`config.mk`:
```
export PLATFORM = sky130hd
export DESIGN_NAME = rgb_uart_framer_flat
export DESIGN_NICKNAME = d
export VERILOG_FILES = /design/src/rtl/raysketch_pkg.sv /design/src/rtl/rgb_uart_framer_if.sv /design/src/rtl/pixel_fifo.sv /design/src/rtl/rgb_uart_framer.sv /design/src/flat_wrapper.sv
export SDC_FILE = /design/constraint.sdc
export NUM_CORES = 1
export LEC_CHECK = 0
export ABC_CLOCK_PERIOD_IN_PS = 2610
export BUFFER_PORTS_ARGS = -buffer_cell sky130_fd_sc_hd__buf_2
export CORE_ASPECT_RATIO = 1.2
export CORE_UTILIZATION = 45
export CTS_CLUSTER_DIAMETER = 40
export DETAILED_ROUTE_END_ITERATION = 10
export GPL_TIMING_DRIVEN = 1
export PLACE_DENSITY = 0.76
export SKIP_LAST_GASP = 1
export SYNTH_ARGS = -nofsm -noshare
export SYNTH_HDL_FRONTEND = slang
export SYNTH_HIERARCHICAL = 1
export SYNTH_SLANG_ARGS = --single-unit
```
`constraint.sdc`:
```
create_clock -name clk -period 2.61 [get_ports clk]
set_input_delay 0.1305 -clock clk [delete_from_list [all_inputs] [get_ports clk]]
set_output_delay 0.1305 -clock clk [all_outputs]
set_load 0.01 [all_outputs]
```
`src/rtl/raysketch_pkg.sv`:
```
// Shared types, defaults and helpers for the ray-sketch pixel output path.
package raysketch_pkg;

  localparam int unsigned CLK_HZ_DEFAULT = 100_000_000;
  localparam int unsigned BAUD_DEFAULT   = 115_200;

  // One pixel colour, most significant byte sent first.
  typedef struct packed {
    logic [7:0] r;
    logic [7:0] g;
    logic [7:0] b;
  } rgb_t;

  typedef enum logic [2:0] {
    ST_IDLE  = 3'd0,
    ST_LOAD  = 3'd1,
    ST_START = 3'd2,
    ST_DATA  = 3'd3,
    ST_STOP  = 3'd4
  } tx_state_e;

  // Clock cycles per UART bit, integer-truncated.
  function automatic int unsigned clks_per_bit(input int unsigned clk_hz,
                                               input int unsigned baud);
    return clk_hz / baud;
  endfunction

  // Byte of a pixel by transmit index: 0 = R, 1 = G, 2 = B.
  function automatic logic [7:0] rgb_byte(input rgb_t pix, input logic [1:0] idx);
    case (idx)
      2'd0:    return pix.r;
      2'd1:    return pix.g;
      default: return pix.b;
    endcase
  endfunction

endpackage

```
`src/rtl/rgb_uart_framer_if.sv`:
```
// Pixel push handshake, status flags and UART line of the framer.
interface rgb_uart_framer_if;
  import raysketch_pkg::*;

  logic start;
  rgb_t rgb;
  logic busy;
  logic idle;
  logic overflow;
  logic TxD;

  modport master (output start, output rgb,
                  input busy, input idle, input overflow, input TxD);
  modport slave  (input start, input rgb,
                  output busy, output idle, output overflow, output TxD);
endinterface

```
`src/rtl/pixel_fifo.sv`:
```
// Small pointer-wrap FIFO; full/empty decoded from registered pointers.
module pixel_fifo #(
  parameter int unsigned WIDTH = 24,
  parameter int unsigned DEPTH = 4
) (
  input  logic             clk,
  input  logic             rst_n,
  input  logic             push,
  input  logic [WIDTH-1:0] wr_data,
  input  logic             pop,
  output logic [WIDTH-1:0] rd_data_c,
  output logic             full_c,
  output logic             empty_c
);

  localparam int unsigned AW = (DEPTH > 1) ? $clog2(DEPTH) : 1;
  localparam int unsigned PW = AW + 1;

  logic [PW-1:0]               wr_q, wr_d, rd_q, rd_d;
  logic [DEPTH-1:0][WIDTH-1:0] mem_q, mem_d;
  logic                        wr_en, rd_en;

  assign full_c    = (wr_q[AW] != rd_q[AW]) && (wr_q[AW-1:0] == rd_q[AW-1:0]);
  assign empty_c   = (wr_q == rd_q);
  assign rd_data_c = mem_q[rd_q[AW-1:0]];
  assign wr_en     = push & ~full_c;
  assign rd_en     = pop & ~empty_c;

  // Next pointers and storage.
  always_comb begin
    wr_d  = wr_q;
    rd_d  = rd_q;
    mem_d = mem_q;
    if (wr_en) begin
      mem_d[wr_q[AW-1:0]] = wr_data;
      wr_d                = wr_q + PW'(1);
    end
    if (rd_en) begin
      rd_d = rd_q + PW'(1);
    end
  end

  // Pointer and storage registers; reset discards queued entries.
  always_ff @(posedge clk or negedge rst_n) begin
    if (!rst_n) begin
      wr_q  <= '0;
      rd_q  <= '0;
      mem_q <= '0;
    end else begin
      wr_q  <= wr_d;
      rd_q  <= rd_d;
      mem_q <= mem_d;
    end
  end

endmodule

```
`src/rtl/rgb_uart_framer.sv`:
```
// Queues 24-bit pixels and sends each as three 8N1 UART bytes (R, G, B).
module rgb_uart_framer
  import raysketch_pkg::*;
#(
  parameter int unsigned CLK_HZ     = CLK_HZ_DEFAULT,
  parameter int unsigned BAUD       = BAUD_DEFAULT,
  parameter int unsigned FIFO_DEPTH = 4
) (
  input  logic           clk,
  input  logic           reset_n,
  rgb_uart_framer_if.slave bus
);

  localparam int unsigned CPB   = clks_per_bit(CLK_HZ, BAUD);
  localparam int unsigned CNT_W = (CPB > 1) ? $clog2(CPB) : 1;
  localparam int unsigned RGB_W = $bits(rgb_t);

  tx_state_e          state_q, state_d;
  logic [CNT_W-1:0]   cnt_q, cnt_d;
  logic [2:0]         bit_q, bit_d;
  logic [1:0]         byte_q, byte_d;
  rgb_t               shadow_q, shadow_d;
  logic               txd_q, txd_d;
  logic               overflow_q, overflow_d;

  logic               fifo_full, fifo_empty, fifo_pop, push;
  logic [RGB_W-1:0]   fifo_rd_data;
  logic               bit_end;
  logic [7:0]         cur_byte;

  // A push is judged only against the registered full flag.
  assign push     = bus.start & ~fifo_full;
  assign fifo_pop = (state_q == ST_LOAD);
  assign bit_end  = (cnt_q == CNT_W'(CPB - 1));

  pixel_fifo #(
    .WIDTH (RGB_W),
    .DEPTH (FIFO_DEPTH)
  ) u_fifo (
    .clk       (clk),
    .rst_n     (reset_n),
    .push      (push),
    .wr_data   (RGB_W'(bus.rgb)),
    .pop       (fifo_pop),
    .rd_data_c (fifo_rd_data),
    .full_c    (fifo_full),
    .empty_c   (fifo_empty)
  );

  // Serializer next state, baud/bit/byte counters and next line level.
  always_comb begin
    state_d    = state_q;
    cnt_d      = cnt_q;
    bit_d      = bit_q;
    byte_d     = byte_q;
    shadow_d   = shadow_q;
    overflow_d = overflow_q | (bus.start & fifo_full);

    unique case (state_q)
      ST_IDLE: begin
        if (!fifo_empty) begin
          state_d = ST_LOAD;
          cnt_d   = '0;
        end
      end
      ST_LOAD: begin
        shadow_d = rgb_t'(fifo_rd_data);
        byte_d   = 2'd0;
        bit_d    = 3'd0;
        cnt_d    = '0;
        state_d  = ST_START;
      end
      ST_START: begin
        if (bit_end) begin
          cnt_d   = '0;
          bit_d   = 3'd0;
          state_d = ST_DATA;
        end else begin
          cnt_d = cnt_q + CNT_W'(1);
        end
      end
      ST_DATA: begin
        if (bit_end) begin
          cnt_d = '0;
          if (bit_q == 3'd7) begin
            state_d = ST_STOP;
          end else begin
            bit_d = bit_q + 3'd1;
          end
        end else begin
          cnt_d = cnt_q + CNT_W'(1);
        end
      end
      ST_STOP: begin
        if (bit_end) begin
          cnt_d = '0;
          if (byte_q < 2'd2) begin
            byte_d  = byte_q + 2'd1;
            state_d = ST_START;
          end else if (!fifo_empty) begin
            state_d = ST_LOAD;
          end else begin
            state_d = ST_IDLE;
          end
        end else begin
          cnt_d = cnt_q + CNT_W'(1);
        end
      end
      default: begin
        state_d = ST_IDLE;
        cnt_d   = '0;
      end
    endcase

    // Line level follows the state being entered so TxD stays registered.
    cur_byte = rgb_byte(shadow_d, byte_d);
    case (state_d)
      ST_START: txd_d = 1'b0;
      ST_DATA:  txd_d = cur_byte[bit_d];
      default:  txd_d = 1'b1;
    endcase
  end

  // Serializer registers; reset forces the line high mid-frame.
  always_ff @(posedge clk or negedge reset_n) begin
    if (!reset_n) begin
      state_q    <= ST_IDLE;
      cnt_q      <= '0;
      bit_q      <= '0;
      byte_q     <= '0;
      shadow_q   <= '0;
      txd_q      <= 1'b1;
      overflow_q <= 1'b0;
    end else begin
      state_q    <= state_d;
      cnt_q      <= cnt_d;
      bit_q      <= bit_d;
      byte_q     <= byte_d;
      shadow_q   <= shadow_d;
      txd_q      <= txd_d;
      overflow_q <= overflow_d;
    end
  end

  assign bus.busy     = fifo_full;
  assign bus.idle     = fifo_empty & (state_q == ST_IDLE);
  assign bus.overflow = overflow_q;
  assign bus.TxD      = txd_q;

endmodule

```
`src/flat_wrapper.sv`:
```
// flat-port wrapper written by rule: the top's interface ports become plain ports
module rgb_uart_framer_flat import raysketch_pkg::*;
#(
  parameter int unsigned CLK_HZ     = CLK_HZ_DEFAULT,
  parameter int unsigned BAUD       = BAUD_DEFAULT,
  parameter int unsigned FIFO_DEPTH = 4
)
  (clk, reset_n, bus_start, bus_rgb, bus_busy, bus_idle, bus_overflow, bus_TxD);
  rgb_uart_framer_if bus_i ();
  input  logic clk;
  input  logic reset_n;
  input wire logic [$bits(bus_i.start)-1:0] bus_start;
  input wire logic [$bits(bus_i.rgb)-1:0] bus_rgb;
  output wire logic [$bits(bus_i.busy)-1:0] bus_busy;
  output wire logic [$bits(bus_i.idle)-1:0] bus_idle;
  output wire logic [$bits(bus_i.overflow)-1:0] bus_overflow;
  output wire logic [$bits(bus_i.TxD)-1:0] bus_TxD;
  assign bus_i.start = bus_start;
  assign bus_i.rgb = bus_rgb;
  assign bus_busy = bus_i.busy;
  assign bus_idle = bus_i.idle;
  assign bus_overflow = bus_i.overflow;
  assign bus_TxD = bus_i.TxD;
  rgb_uart_framer #(.CLK_HZ(CLK_HZ), .BAUD(BAUD), .FIFO_DEPTH(FIFO_DEPTH)) u_core (.clk(clk), .reset_n(reset_n), .bus(bus_i));
endmodule
```
# Word level (Yosys, flattened, before mapping)

Cells that the tools add are included.

Bits in registers: 146

Add/subtract/negate cells: 5
Magnitude comparators: 5
Equal/unequal tests: 13
Mux-type cells: 28
Bitwise logic cells: 8
Reduce and logical (&&, ||, !) cells: 5

Operators with widths:

| cell                                                                         | count |
|---|---|
| 96-bit bitwise mux                                                           | 1 |
| 24-bit two-way mux                                                           | 3 |
| 24-bit binary-select mux with 2-bit select                                   | 1 |
| 24-bit demux with 2-bit select                                               | 1 |
| 3-bit two-way mux                                                            | 9 |
| 10-bit two-way mux                                                           | 2 |
| 10-bit case mux with 2 select lines                                          | 1 |
| 8-bit case mux with 2 select lines                                           | 1 |
| 3-bit case mux with 5 select lines                                           | 1 |
| 3-bit by 2-bit == test with 1-bit output, second input constant              | 4 |
| 10-bit by 1-bit adder with 10-bit output, second input constant              | 1 |
| 10-bit == test, second input constant                                        | 1 |
| 3-bit by 1-bit adder with 3-bit output, second input constant                | 3 |
| 3-bit case mux with 3 select lines                                           | 1 |
| 3-bit == test, second input constant                                         | 2 |
| 2-bit by 3-bit less-than comparator with 1-bit output, second input constant | 2 |
| 1-bit bitwise AND                                                            | 5 |
| 3-bit by 4-bit less-than comparator with 1-bit output, second input constant | 1 |
| 2-bit two-way mux                                                            | 2 |
| 2-bit case mux with 2 select lines                                           | 1 |
| 1-bit binary-select mux with 3-bit select                                    | 1 |
| 3-bit by 1-bit == test with 1-bit output, second input constant              | 1 |
| 3-bit == test                                                                | 1 |
| 3-bit zero test                                                              | 1 |
| 14 further kinds                                                             | 17 |

# Longest topological paths before layout

Word-level depth: 9
Gate-level depth with buffers: 11
Depth with buffers taken out: 10

# Cells and area by module

The synthesis kept the hierarchy.

Modules (own cells, without submodules):

| module          | instances | cells each | area each (sq um) | seq. area each (sq um) |
|---|---|---|---|---|
| pixel_fifo      | 1         | 276        | 4986.0            | 2552.4 |
| rgb_uart_framer | 1         | 195        | 2239.6            | 1102.3 |

# Worst setup path before layout

No wires, ideal clock.

Kind: register -> register
Start: register u_core.u_fifo.rd_q[0]
End: register u_core.txd_q, in the netlist u_core/bus.TxD
Setup time: 0.095 ns
Data arrival time: 2.684 ns
Data required time: 2.515 ns
Path slack: -0.169 ns
Stages on the path, launching flop included: 9
Buffers on the path: 2
Period minus slack after synthesis: 2.779 ns
Cells stage by stage: dfrtp_1 buf_2 buf_2 mux4_2 mux2_2 mux2_1 mux4_2 a21boi_1 o211ai_1

RTL lines:

| item                     | RTL line               | text |
|---|---|---|
| start: declaration       | pixel_fifo.sv:19       | `logic [PW-1:0] wr_q, wr_d, rd_q, rd_d;` |
| start signal: assignment | pixel_fifo.sv:51       | `rd_q <= rd_d;` |
| end signal: assignment   | rgb_uart_framer.sv:140 | `txd_q <= txd_d;` |
| end: declaration         | rgb_uart_framer.sv:23  | `logic txd_q, txd_d;` |

# Worst setup path after layout

Start: register u_core.cnt_q[0]
End: register u_core.txd_q, in the netlist u_core/bus.TxD

Longest elaborated chain between the ends: 8

RTL lines:

| item                                                                        | RTL line               | text |
|---|---|---|
| start: declaration                                                          | rgb_uart_framer.sv:19  | `logic [CNT_W-1:0] cnt_q, cnt_d;` |
| start signal: assignment                                                    | rgb_uart_framer.sv:136 | `cnt_q <= cnt_d;` |
| 10-bit == test (*)                                                          | rgb_uart_framer.sv:34  | `assign bit_end = (cnt_q == CNT_W'(CPB - 1));` |
| 2-bit two-way mux (*)                                                       | rgb_uart_framer.sv:95  | `if (bit_end) begin` |
| 2-bit case mux with 2 select lines (*)                                      | rgb_uart_framer.sv:59  | `unique case (state_q)` |
| via u_core.byte_d[0]                                                        | rgb_uart_framer.sv:21  | `logic [1:0] byte_q, byte_d;` |
| 2-bit by 1-bit == test with 1-bit output or 2-bit zero test (tied branches) | raysketch_pkg.sv:30    | `case (idx)` |
| 8-bit case mux with 2 select lines (*)                                      | raysketch_pkg.sv:30    |  |
| 1-bit binary-select mux with 3-bit select (*)                               | rgb_uart_framer.sv:119 | `ST_DATA: txd_d = cur_byte[bit_d];` |
| 1-bit two-way mux (not written as such) (*)                                 | rgb_uart_framer.sv:119 |  |
| 1-bit case mux with 2 select lines (*)                                      | rgb_uart_framer.sv:117 | `case (state_d)` |
| via u_core.txd_d                                                            | rgb_uart_framer.sv:23  |  |

The timed path passes the listed nets; every way through them passes the cells marked *. The select of a mux whose other input is x is not followed.
A chain may end at the register's enable or synchronous reset.

==> qor.csv <==
stage,metric,value,unit
floorplan,Initial Utilization,46.2,%
route,DR vias,4250,
floorplan,die footprint,16600,um^2
sta,final worst clock skew,0.00652,ns
clock_tree,clock root buffer,clkbuf_16,
sta,post-route clock period utilization,99.7,%
floorplan,Core ar.,15600,um^2
clock_tree,Clock Path Buffers,2,
clock_tree,clock latency on the worst-skew pair,0.42,ns
synth,Yosys reg bits,146,
synth,Post-Syn Instances,471,
place,routability cong.,0.820,
clock_tree,Clock Sinks,146,
critical_path,"Data arrival, critical path",2.94,ns
sta,Worst Tran Pin Value,0.617,ns
grt,first-pass GRT wire length,24700,um
critical_path,CP max stage cell,mux4_2,
finish,area grow syn2layout,19.6,%
finish,diode count,0,
synth,syn_nets,506,
route,detailed-route wire length per cell,19.0,um
synth,Synth area leader,dfrtp_1,
finish,Final nets,592,
hold_path,Hold WC Path Type,in -> reg,
sta,min cycle time layout,2.60,ns
floorplan,Die X-Extent,118,um
critical_path,Worst Setup Path Type,reg -> reg,
sta,RSZ-0062 raised after global routing,yes,
synth,Yosys warnings,6,
power_and_ir_drop,power per cell area,1240,nW/um^2
critical_path,CP Max Fanout,7,
finish,share of cells above drive strength 1,45.4,%
route,DRT Pass-1 Iters,4,
floorplan,I/O Pins,31,
sta,"Slew Viols, Final",0,
grt,vias in the first global route,4600,
critical_path,worst-case reg-to-reg path depth,9,
sta,final hold slack,0.0140,ns
clock_tree,number of H-tree levels,4,
grt,gr ovfl total,0,
synth,Mapped Area,7230,um^2
critical_path,CP peak stage delay,0.46,ns
critical_path,CP endpoint kind,flop,
floorplan,die height,141,um
critical_path,Critical Path RT,2.95,ns
finish,fin cells,778,
run_status,outcome,"complete, no violations",
synth,Synth cell types,59,
sta,"Hold Vio Cnt, Final",0,
route,DRC Markers,0,
place,dpl cells,719,
synth,Synth Flop Type,dfrtp_1,
clock_tree,Worst-path clk slew,0.06,ns
grt,Tot GR Track Use,19.3,%
critical_path,"Cell Chain, Critical Path",ha_1 -> nor3b_4 -> and3_4 -> a32oi_2 -> o21ai_2 -> mux2_1 -> mux4_2 -> a21boi_1 -> o211ai_1,
finish,"Core Util, Final",55.3,%
grt,largest net degree at the start of global routing,67,
sta,Setup-failing EPs final,0,
grt,antenna violations before repair,0,
run,Max-Cap Viols,0,
critical_path,crit start category,flop,
route,via-per-instance ratio,5.46,
route,post-route antenna net violation count,0,
place,dpl hpwl,9860,um
hold_path,cell count of the worst hold path,2,
clock_tree,Num CTS Buffers,17,
place,Port Buffers,30,
synth,top-area cell type share of the netlist area,50.2,%
synth,fraction of registers with async set/reset,100,%
route,final wirelength,14800,um
synth,Post-synth EDFFs,0,
synth,Synth area leaders,"dfrtp_1 (50%), mux2_4 (16%), mux4_2 (7.8%), mux2_2 (6.7%), ha_1 (1.4%)",
clock_tree,TritonCTS clock tree,done,
route,First DRT Iteration DRCs,249,
floorplan,Row Count,50,
synth,syn avg cell area,15.3,um^2
synth,post-synthesis sequential area ratio,50.6,%
power_and_ir_drop,Peak VDD IR,0.552,mV
sta,FMAX,384,MHz
sta,Worst slew margin,58.9,%
sta,TNS Setup,0,ns
power_and_ir_drop,total leakage power,0.00376,uW
report_power, final:
| group | switching, uW | total (uW) | internal (uW) | leakage, uW |
|---|---|---|---|---|
| clock | 957 | 2190 | 1240 | 0.000244 |
| combinational | 1860 | 4590 | 2730 | 0.00174 |
| sequential | 630 | 3960 | 3330 | 0.00177 |
per-layer routing:
| metal | part of all wire (%) | GRT usage, % | vias to the layer above | wire [um] |
|---|---|---|---|---|
| met1 | 44 | 23.7 | 2239 | 6470 |
| li1 | - | - | 1928 | - |
| met4 | 1.7 | 7.76 | 0 | 258 |
| met2 | 52 | 33.3 | 65 | 7670 |
| met3 | 2.4 | 3.76 | 18 | 354 |
| met5 | 0 | 0 | - | 0 |
cell families (layout without fill, tap and decap cells):
family          count (synthesis)  in the layout  share of synthesized area, %
mux                           158            158                          32.5
flops                         146            146                          50.6
simple gates                   64             64                          4.59
compound gates                 52             52                          6.27
buf+inv                        31            130                          2.63
xor+xnor                       12             12                          2.08
fa+ha+maj                       8              8                          1.39
placed cells by master, fill, tap and decap left out, types with 3 or more instances in the layout:
cell type and instances:
buf_4 26, inv_1 8, nand2_1 19, o31ai_1 3
clkbuf_16 17, clkinvlp_4 6, dfrtp_1 144, a31oi_4 4
ha_1 8, nand3_1 5, o211ai_1 4, buf_2 29
mux2i_1 9, a21oi_1 7, o21ai_0 11, clkinv_2 3
nor3_1 5, xor2_1 7, buf_12 8, dlygate4sd3_1 25
or3_1 3, mux2_2 43, mux4_2 25, and3_1 3
mux2_4 79, nor2_1 14
synth_stat cells (all sizes together), types with 3 or more instances:
master  count
buf        19
xnor2       4
mux2      124
o31ai       3
clkbuf      3
xor2        8
a31oi       5
o311ai      3
a21oi       7
and3        4
or3         3
nand3       5
mux2i       9
nor2       14
ha          8
nor3b       4
dfrtp     145
o211ai      5
nand2      19
a32oi       3
inv         8
nor3        5
o21ai      13
mux4       25
final timing paths:
check | start | slack (ns) | to
max reg2reg | u_core/cnt_q[0] | 0.009 | u_core/bus.TxD
max in group asynchronous | reset_n | 1.47 | u_core/u_fifo/mem_q[66]
min in group asynchronous | reset_n | 0.27 | u_core/u_fifo/mem_q[20]
min | bus_rgb[14] | 0.01 | u_core/u_fifo/mem_q[62]
max | u_core/cnt_q[0] | 0.009 | u_core/bus.TxD
min reg2reg | u_core/bus.overflow | 0.46 | u_core/bus.overflow
layout make-up:
cell class / instances / area [um^2]
Sequential cell: 146 / 3660
Fill cell: 1250 / 7000
Multi-Input combinational cell: 294 / 3400
Clock inverter: 12 / 86.3
Timing Repair Buffer: 89 / 762
Inverter: 9 / 33.8
Tap cell: 208 / 260
Clock buffer: 20 / 447
flip-flops by register name (all words and copies together) (netlist names):
name,cells
u_core/shadow_q,24
u_core/u_fifo/rd_q,3
u_core/cnt_q,10
u_core/byte_q,2
u_core/u_fifo/wr_q,3
u_core/bit_q,3
u_core/bus.TxD,1
u_core/state_q,3
u_core/u_fifo/mem_q,96
u_core/bus.overflow,1
timing repair:
action	CTS	global route
gates resized for setup	2	2
hold buffers	25	0
pin swaps	0	1
setup buffers	1	1
hold endpoints to repair	153	0
setup endpoints to repair	1	1
worst max-delay path, delay by kind of cell, from the launching register on:
family | cells | cell delay, ns
flops | 1 | 0.39
mux | 2 | 0.80
fa+ha+maj | 1 | 0.22
compound gates | 4 | 0.55
simple gates | 2 | 0.54
metrics by stage:
stage | setup slack (ns) | total power, uW | instance area (um^2)
finish | 0.00851 | 10700 | 8640
global route | -0.105 | 11300 | 8640
CTS | 0.0148 | 10800 | 8630
detailed placement | -0.0542 | 8520 | 7830
global placement | 0.0937 | 8300 | 7830
floorplan | 0.0311 | 7290 | 7230
No activity file was read; power rests on OpenSTA's default activity.
